File: src/rtl/timebase_pkg.sv
// Shared types and helpers for the timebase scheduler and its timer channels.
package timebase_pkg;

  typedef enum logic {CH_IDLE = 1'b0, CH_RUN = 1'b1} ch_state_t;
  typedef enum logic {MODE_ONESHOT = 1'b0, MODE_PERIODIC = 1'b1} ch_mode_t;

  // Clocks per base tick; returns 0 for a nonsensical tick rate so the
  // elaboration check in the top level trips.
  function automatic int calc_div(input int clk_hz, input int tick_hz);
    if (tick_hz <= 0) return 0;
    return clk_hz / tick_hz;
  endfunction

endpackage

File: src/rtl/timer_channel.sv
// One timer channel: IDLE/RUN FSM counting shared base ticks, with a
// period/mode config register, a 1-cycle expiry pulse and a toggling square output.
module timer_channel
  import timebase_pkg::*;
#(
  parameter int PW = 16
) (
  input  logic          clk,
  input  logic          rst,
  input  logic          tick,
  input  logic          cfg_we,
  input  logic [PW-1:0] cfg_period,
  input  logic          cfg_mode,
  input  logic          start,
  input  logic          stop,
  output logic          busy,
  output logic          pulse,
  output logic          sq
);

  ch_state_t     state_reg, state_next;
  ch_mode_t      mode_reg, mode_next;
  logic [PW-1:0] cnt_reg, cnt_next;
  logic [PW-1:0] period_reg, period_next;
  logic          pulse_reg, pulse_next;
  logic          sq_reg, sq_next;

  // State and output registers; active-low synchronous reset.
  always_ff @(posedge clk) begin
    if (!rst) begin
      state_reg  <= CH_IDLE;
      mode_reg   <= MODE_ONESHOT;
      cnt_reg    <= '0;
      period_reg <= PW'(1);
      pulse_reg  <= 1'b0;
      sq_reg     <= 1'b0;
    end else begin
      state_reg  <= state_next;
      mode_reg   <= mode_next;
      cnt_reg    <= cnt_next;
      period_reg <= period_next;
      pulse_reg  <= pulse_next;
      sq_reg     <= sq_next;
    end
  end

  // Next state: stop beats expiry beats start. A start samples the period
  // and mode held before any config written in the same cycle.
  always_comb begin
    state_next  = state_reg;
    mode_next   = mode_reg;
    cnt_next    = cnt_reg;
    period_next = period_reg;
    pulse_next  = 1'b0;
    sq_next     = sq_reg;

    if (cfg_we) begin
      period_next = (cfg_period == '0) ? PW'(1) : cfg_period;
      mode_next   = ch_mode_t'(cfg_mode);
    end

    case (state_reg)
      CH_IDLE: begin
        if (start && !stop) begin
          state_next = CH_RUN;
          cnt_next   = period_reg;
          sq_next    = 1'b0;
        end
      end
      CH_RUN: begin
        if (stop) begin
          state_next = CH_IDLE;
        end else if (tick) begin
          if (cnt_reg > PW'(1)) begin
            cnt_next = cnt_reg - PW'(1);
          end else begin
            pulse_next = 1'b1;
            sq_next    = ~sq_reg;
            if (mode_reg == MODE_PERIODIC) cnt_next = period_reg;
            else                           state_next = CH_IDLE;
          end
        end
      end
      default: state_next = CH_IDLE;
    endcase
  end

  assign busy  = (state_reg == CH_RUN);
  assign pulse = pulse_reg;
  assign sq    = sq_reg;

endmodule

File: src/rtl/timebase_scheduler.sv
// Shared timebase: one prescaler producing base_tick, plus NCH timer channels
// configured through a single valid/ready port and started/stopped per channel.
module timebase_scheduler
  import timebase_pkg::*;
#(
  parameter int CLK_HZ  = 50_000_000,
  parameter int TICK_HZ = 1_000,
  parameter int NCH     = 4,
  parameter int PW      = 16,
  localparam int CHW    = (NCH > 1) ? $clog2(NCH) : 1
) (
  input  logic           clk,
  input  logic           rst,
  input  logic           cfg_valid,
  output logic           cfg_ready,
  input  logic [CHW-1:0] cfg_ch,
  input  logic [PW-1:0]  cfg_period,
  input  logic           cfg_mode,
  input  logic [NCH-1:0] start,
  input  logic [NCH-1:0] stop,
  output logic [NCH-1:0] busy,
  output logic [NCH-1:0] pulse,
  output logic [NCH-1:0] sq,
  output logic           base_tick
);

  localparam int DIV = calc_div(CLK_HZ, TICK_HZ);
  localparam int PSW = (DIV > 1) ? $clog2(DIV) : 1;

  // Reject clock/tick ratios that are fractional or too small to divide.
  generate
    if (DIV < 2 || DIV * TICK_HZ != CLK_HZ || NCH < 1) begin : g_param_check
      $error("timebase_scheduler: CLK_HZ/TICK_HZ must be an integer >= 2 and NCH >= 1");
    end
  endgenerate

  logic [PSW-1:0] presc_reg;
  logic [NCH-1:0] hit;
  logic [NCH-1:0] cfg_we;

  // Prescaler counts 0..DIV-1 and wraps.
  always_ff @(posedge clk) begin
    if (!rst)                            presc_reg <= '0;
    else if (presc_reg == PSW'(DIV - 1)) presc_reg <= '0;
    else                                 presc_reg <= presc_reg + PSW'(1);
  end

  assign base_tick = (presc_reg == PSW'(DIV - 1));

  // A running target channel stalls configuration.
  assign cfg_ready = ~|(hit & busy);

  generate
    for (genvar gi = 0; gi < NCH; gi++) begin : g_ch
      if (NCH == 1) begin : g_single
        assign hit[gi] = 1'b1;
      end else begin : g_multi
        assign hit[gi] = (cfg_ch == CHW'(gi));
      end
      assign cfg_we[gi] = cfg_valid && hit[gi] && !busy[gi];

      timer_channel #(.PW(PW)) u_ch (
        .clk        (clk),
        .rst        (rst),
        .tick       (base_tick),
        .cfg_we     (cfg_we[gi]),
        .cfg_period (cfg_period),
        .cfg_mode   (cfg_mode),
        .start      (start[gi]),
        .stop       (stop[gi]),
        .busy       (busy[gi]),
        .pulse      (pulse[gi]),
        .sq         (sq[gi])
      );
    end
  endgenerate

endmodule

File: config.mk
export PLATFORM = sky130hd
export DESIGN_NAME = timebase_scheduler
export DESIGN_NICKNAME = d
export VERILOG_FILES = /design/src/rtl/timebase_pkg.sv /design/src/rtl/timer_channel.sv /design/src/rtl/timebase_scheduler.sv
export SDC_FILE = /design/constraint.sdc
export NUM_CORES = 1
export LEC_CHECK = 0
export CORE_MARGIN = 2
export CORE_UTILIZATION = 40
export CTS_CLUSTER_SIZE = 8
export DETAILED_ROUTE_END_ITERATION = 8
export DONT_BUFFER_PORTS = 1
export GPL_ROUTABILITY_DRIVEN = 0
export SYNTH_ARGS = -nofsm -noshare
export SYNTH_HDL_FRONTEND = slang
export SYNTH_SLANG_ARGS = --single-unit
File: constraint.sdc
create_clock -name clk -period 3 [get_ports clk]
set_input_delay 0.6 -clock clk [delete_from_list [all_inputs] [get_ports clk]]
set_output_delay 0.6 -clock clk [all_outputs]
set_load 0.01 [all_outputs]
==> run_results.csv, run 1 <==
group,metric,value,unit
run_status,status,"finished, final reports clean",
sta,tns,0,ns
sta,hold_violations,0,
detailed_routing,drt_iter0_drc,691,
synthesis,netlist_area,8100,µm²
layout,drive_above_1_share,8.27,%
detailed_routing,ant_nets,0,
power,pwr-share-clk,45.1,%
sta,clock.fmax,0.373,GHz
worst_hold_path,hp-start,"stop[2]",
worst_setup_path,crit_path_end_kind,"flip-flop",
placed_design,portBuffers,0,
worst_setup_path,worstReg2RegStart,"g_ch[3].u_ch.cnt_reg[0]",
cts,numCtsBuffers,17,
worst_setup_path,rr_worst_depth,9,
grt,grt_usage,20.8,%
power,p_leak,3.13,nW
floorplanning,die_area,21400,µm²
worst_setup_path,critPathMaxFanout,13,
worst_setup_path,slowest_stage,"or4_1",
sta,slew_viol_final,0,
floorplanning,start_util,40.4,%
floorplanning,die_h,146,µm
layout,final_cell_mix,"nand2_1, dfxtp_1, a21oi_1, nor2_1, o21ai_0",
floorplanning,rows,52,
synthesis,syn-num-nets,1105,
cts,ctsHoldBuffers,0,
sta,tightestPinTransition,0.958,ns
cts,post_cts_buffers,0,
power,ir_worst_vdd,377,µV
worst_setup_path,cp_top_family,"compound AO/OA/AOI/OAI gates",
layout,layout.nets,1078,
worst_setup_path,cp.depth,9,
sta,max_slew_margin,36.2,%
worst_setup_path,start_kind,"flip-flop",
worst_setup_path,path_cells,"inv_1 -> ha_1 -> nor2_1 -> or4_1 -> o311ai_1 -> a21o_1 -> buf_4 -> a21oi_1 -> o32ai_1",
floorplanning,core,20000,µm²
grt,grt_overflow,0,
synthesis,synth_cell_types,65,
power,p_int,3.82,mW
grt,grt_pass1_vias,6829,
placed_design,dpl.hpwl,15.0,mm
synthesis,synth_seq_cells,160,
sta,post-route-period-util,89.5,%
sta,fin_crit,2.68,ns
synthesis,yosysWarnings,0,
worst_setup_path,critPathMaxStageDelay,0.50,ns
sta,grt_setup_unrepaired,"no",
cts,ctsResizeCount,0,
flow_run,cap_violations,0,
floorplanning,ioPinCount,44,
worst_setup_path,path_buf_inv,2,
sta,clock_skew,0.0124,ns
detailed_routing,vias,7455,
grt,antenna_found_initial,0,
worst_setup_path,endpoint,"g_ch[3].u_ch.cnt_reg[4]",
worst_hold_path,hp-class,"in -> reg",
floorplanning,die_w,146,µm
worst_setup_path,crit_path_start,"g_ch[3].u_ch.cnt_reg[0]",
layout,final_util,44.6,%
worst_setup_path,path_class,"reg -> reg",
cts,cts.htree.levels,4,
cts,clk_pin_slew,0.06,ns
grt,grt_max_degree,77,
layout,final_common_cell,"nand2_1",
power,power_frac_comb,11.5,%
synthesis,syn_inst,1066,
worst_setup_path,worstPathArrival,3.01,ns
synthesis,synth_edf_count,0,
detailed_routing,dr.pass1.iters,5,
layout,syn_to_final_growth,10.2,%
synthesis,synth_ff_type,"dfxtp_1",
power,power.density,578,nW/µm²
cts,cts_tree,"done",
detailed_routing,drcViolationCount,0,
sta,setup_viol,0,
cts,cts_root_buf,"clkbuf_16",
worst_setup_path,required,3.33,ns
power,switching_share,26.0,%
detailed_routing,routed_wl,22.2,mm
cts,clkSinkCount,160,
power,switchingPower,1.34,mW
grt,grt_pass1_wl,35.9,mm
synthesis,synth.avg_cell_area,7.60,µm²
synthesis,yosysSeqAreaShare,39.5,%
cts,clock_path_buffers,2,
cts,clk_latency,0.43,ns
layout,antennaDiodeCount,0,
detailed_routing,viasPerCell,5.64,
worst_setup_path,regToRegEndpoint,"g_ch[3].u_ch.cnt_reg[4]",
power,seq_power_share,43.4,%
worst_setup_path,rrSetupSlack,0.32,ns
detailed_routing,post_drt_wl_per_cell,16.8,µm
synthesis,synth-async-reset-ratio,0,%
cell families (layout without fill, tap and decap cells):
logic type | after synthesis | after routing | synth area share, %
compound gates | 305 | 305 | 23.2
xor+xnor | 14 | 14 | 1.51
fa+ha+maj | 9 | 9 | 1.39
buf+inv | 98 | 84 | 5.95
flops | 160 | 160 | 39.5
mux | 7 | 7 | 0.896
simple gates | 473 | 473 | 27.5
through the flow:
stage	std cells	instance area, µm²	total power [mW]	hold WS, ns	setup WS [ns]
finish	1322	8930	5.16	0.246	0.316
global route	1322	8930	5.35	0.239	0.0763
CTS	1322	8930	5.19	0.234	0.340
detailed placement	1290	8300	2.87	0.445	0.346
global placement	1290	8300	2.87	0.439	0.397
floorplan	1066	8100	2.73	0.426	0.697
power by group through the flow:
| stage | Combinational (mW) | Sequential, mW | Clock, mW |
|---|---|---|---|
| 2_1_floorplan | 0.474 | 2.26 | 0 |
| 3_3_place_gp | 0.581 | 2.28 | 0 |
| 3_5_place_dp | 0.585 | 2.29 | 0 |
| 4_1_cts | 0.588 | 2.24 | 2.36 |
| 5_1_grt | 0.667 | 2.25 | 2.44 |
| 6_report | 0.593 | 2.24 | 2.33 |
per-layer routing:
metal	track usage (%)	part of all wire, %	vias up
li1	-	-	3737
met1	29.4	47	3486
met2	31.3	45	210
met3	4.97	6.6	22
met4	6.80	1.4	0
met5	0	0	-
cells in the mapped netlist (all sizes together) (5+ instances only):
master	count	share of area [%]
o22ai	5	0.39
nand4	11	0.85
a21o	13	1.2
and2	5	0.39
nor3b	7	0.65
o211ai	23	2.1
nor4	26	2.3
nand2b	8	0.62
xor2	7	0.76
clkbuf	50	2.3
o21a	5	0.46
xnor2	7	0.76
or3	9	0.69
or4	8	0.83
buf	30	2.8
mux2i	5	0.62
nor2	91	4.2
a21oi	154	9.5
inv	18	0.83
dfxtp	160	40
nand2	216	10
nor3	33	2.0
o21ai	39	2.5
ha	9	1.4
o32ai	21	2.5
o31ai	16	1.5
and3	10	0.77
nand3	24	1.5
worst min-delay path by stage:
stage | to | slack [ns] | cells past startpoint
final | g_ch[2].u_ch.busy | 0.25 | 1
after global routing | g_ch[2].u_ch.pulse | 0.24 | 1
after CTS | g_ch[2].u_ch.busy | 0.23 | 1
after detailed placement | g_ch[0].u_ch.period_reg[5] | 0.44 | 2
after global placement | g_ch[0].u_ch.period_reg[5] | 0.44 | 2
after floorplan | presc_reg[0] | 0.43 | 1
area by class of cell:
type	instances	area, µm²
multi-input cells	808	4420
flip-flops and latches	160	3200
clock inverters	12	184
fillers	2087	11100
clock buffers	20	447
repair buffers	34	268
well taps	270	338
inverters	18	68.8
(Power assumes the default switching activity.)
==> run 2: changes to the inputs <==
==> constraint.sdc (replaced) <==
create_clock -name clk -period 3.1 [get_ports clk]
set_input_delay 0.62 -clock clk [delete_from_list [all_inputs] [get_ports clk]]
set_output_delay 0.62 -clock clk [all_outputs]
set_load 0.01 [all_outputs]
==> run_results.csv, run 2 (synthesized netlist as in run 1, its figures left out) <==
group,metric,value,unit
run_status,status,"finished, final reports clean",
worst_setup_path,required,3.41,ns
power,power.density,555,nW/µm²
cts,clk_pin_slew,0.06,ns
cts,clkSinkCount,160,
worst_setup_path,slowest_stage,"or4_4",
floorplanning,die_w,146,µm
layout,fillers,2103,
cts,clk_latency,0.43,ns
placed_design,portBuffers,0,
layout,syn_to_final_growth,9.95,%
detailed_routing,ant_nets,0,
worst_setup_path,path_cells,"or4_4 -> or4_4 -> o311ai_2 -> a21o_1 -> buf_4 -> a21o_1 -> a21oi_1",
power,switchingPower,1.30,mW
sta,tightestPinTransition,0.705,ns
grt,antenna_found_initial,0,
floorplanning,ioPinCount,44,
grt,grt_overflow,0,
sta,hold_violations,0,
grt,grt_max_degree,71,
detailed_routing,viasPerCell,5.59,
cts,ctsResizeCount,0,
cts,post_cts_buffers,0,
power,ir_worst_vdd,410,µV
power,switching_share,26.2,%
sta,max_slew_margin,52.9,%
flow_run,cap_violations,0,
floorplanning,rows,52,
worst_setup_path,path_class,"reg -> reg",
layout,final_cell_mix,"nand2_1, dfxtp_1, a21oi_1, nor2_1, o21ai_0",
cts,clock_path_buffers,2,
layout,layout.nets,1076,
power,p_leak,3.12,nW
sta,post-route-period-util,84.0,%
detailed_routing,drt_iter0_drc,613,
sta,slew_viol_final,0,
power,seq_power_share,43.8,%
power,p_int,3.65,mW
grt,grt_pass1_vias,6912,
floorplanning,die_area,21400,µm²
worst_setup_path,start_kind,"flip-flop",
worst_setup_path,critPathMaxFanout,12,
worst_hold_path,hp-class,"in -> reg",
sta,holdWs,0.264,ns
cts,cts.htree.levels,4,
placed_design,dpl.hpwl,15.0,mm
detailed_routing,post_drt_wl_per_cell,16.8,µm
detailed_routing,drcViolationCount,0,
detailed_routing,dr.pass1.iters,5,
grt,grt_pass1_wl,36.5,mm
worst_setup_path,rr_worst_depth,7,
sta,clock.fmax,0.384,GHz
sta,grt_setup_unrepaired,"no",
worst_hold_path,hold_path_depth,1,
floorplanning,core,20000,µm²
cts,ctsHoldBuffers,0,
detailed_routing,vias,7376,
layout,drive_above_1_share,8.29,%
worst_setup_path,worstPathArrival,2.91,ns
grt,grt_usage,21.0,%
layout,final_common_cell,"nand2_1",
detailed_routing,routed_wl,22.2,mm
floorplanning,die_h,146,µm
floorplanning,start_util,40.4,%
cts,numCtsBuffers,17,
sta,tns,0,ns
cts,cts_root_buf,"clkbuf_16",
sta,fin_crit,2.60,ns
worst_setup_path,critPathMaxStageDelay,0.56,ns
sta,clock_skew,0.00781,ns
worst_setup_path,crit_path_end_kind,"flip-flop",
power,power_frac_comb,11.4,%
sta,setup_viol,0,
layout,antennaDiodeCount,0,
power,pwr-share-clk,44.7,%
cts,cts_tree,"done",
-- run 2: final cells by class --
class	count	area [µm²]	area share, %
multi-input cells	808	4420	49.6
flip-flops and latches	160	3200	36.0
clock buffers	20	467	5.24
well taps	270	338	3.79
repair buffers	32	253	2.84
clock inverters	12	158	1.77
inverters	18	68.8	0.773
-- run 2: critical path, delay by kind of cell (launching register included) --
kind	cells	cell delay [ns]
simple gates	2	1.07
compound gates	4	0.79
flops	1	0.35
buf+inv	1	0.26
-- run 2: path summary, 6_finish.rpt --
path | from | end | slack (ns)
setup / recovery | g_ch[2].u_ch.cnt_reg[9] | g_ch[2].u_ch.cnt_reg[13] | 0.50
hold / removal | stop[2] | g_ch[2].u_ch.pulse | 0.26
setup reg to reg | g_ch[2].u_ch.cnt_reg[9] | g_ch[2].u_ch.cnt_reg[13] | 0.50
hold reg to reg | g_ch[1].u_ch.period_reg[10] | g_ch[1].u_ch.period_reg[10] | 0.46
-- run 2: stage by stage --
step | power (mW) | cell area [µm²] | util (%) | instances | worst slack, ns
2_1_floorplan | 2.65 | 8100 | - | 1066 | 0.797
3_3_place_gp | 2.77 | 8280 | 41.3 | 1288 | 0.559
3_5_place_dp | 2.77 | 8280 | 41.3 | 1288 | 0.532
4_1_cts | 4.98 | 8910 | 44.4 | 1320 | 0.504
5_1_grt | 5.15 | 8910 | 44.4 | 1320 | 0.346
6_report | 4.95 | 8910 | 44.4 | 1320 | 0.496
-- run 2: routing by layer --
metal  share of wire, %  GRT usage, %
met3                5.5          5.78
met1                 49          29.4
met2                 44          32.1
met5                  0             0
met4                1.3          5.05
-- run 2: power by group through the flow --
stage          Combinational (mW)  Clock, mW  Sequential (mW)
2_1_floorplan               0.459          0             2.19
3_3_place_gp                0.556          0             2.21
5_1_grt                     0.638       2.34             2.17
3_5_place_dp                0.559          0             2.21
6_report                    0.565       2.21             2.17
4_1_cts                     0.561       2.25             2.17
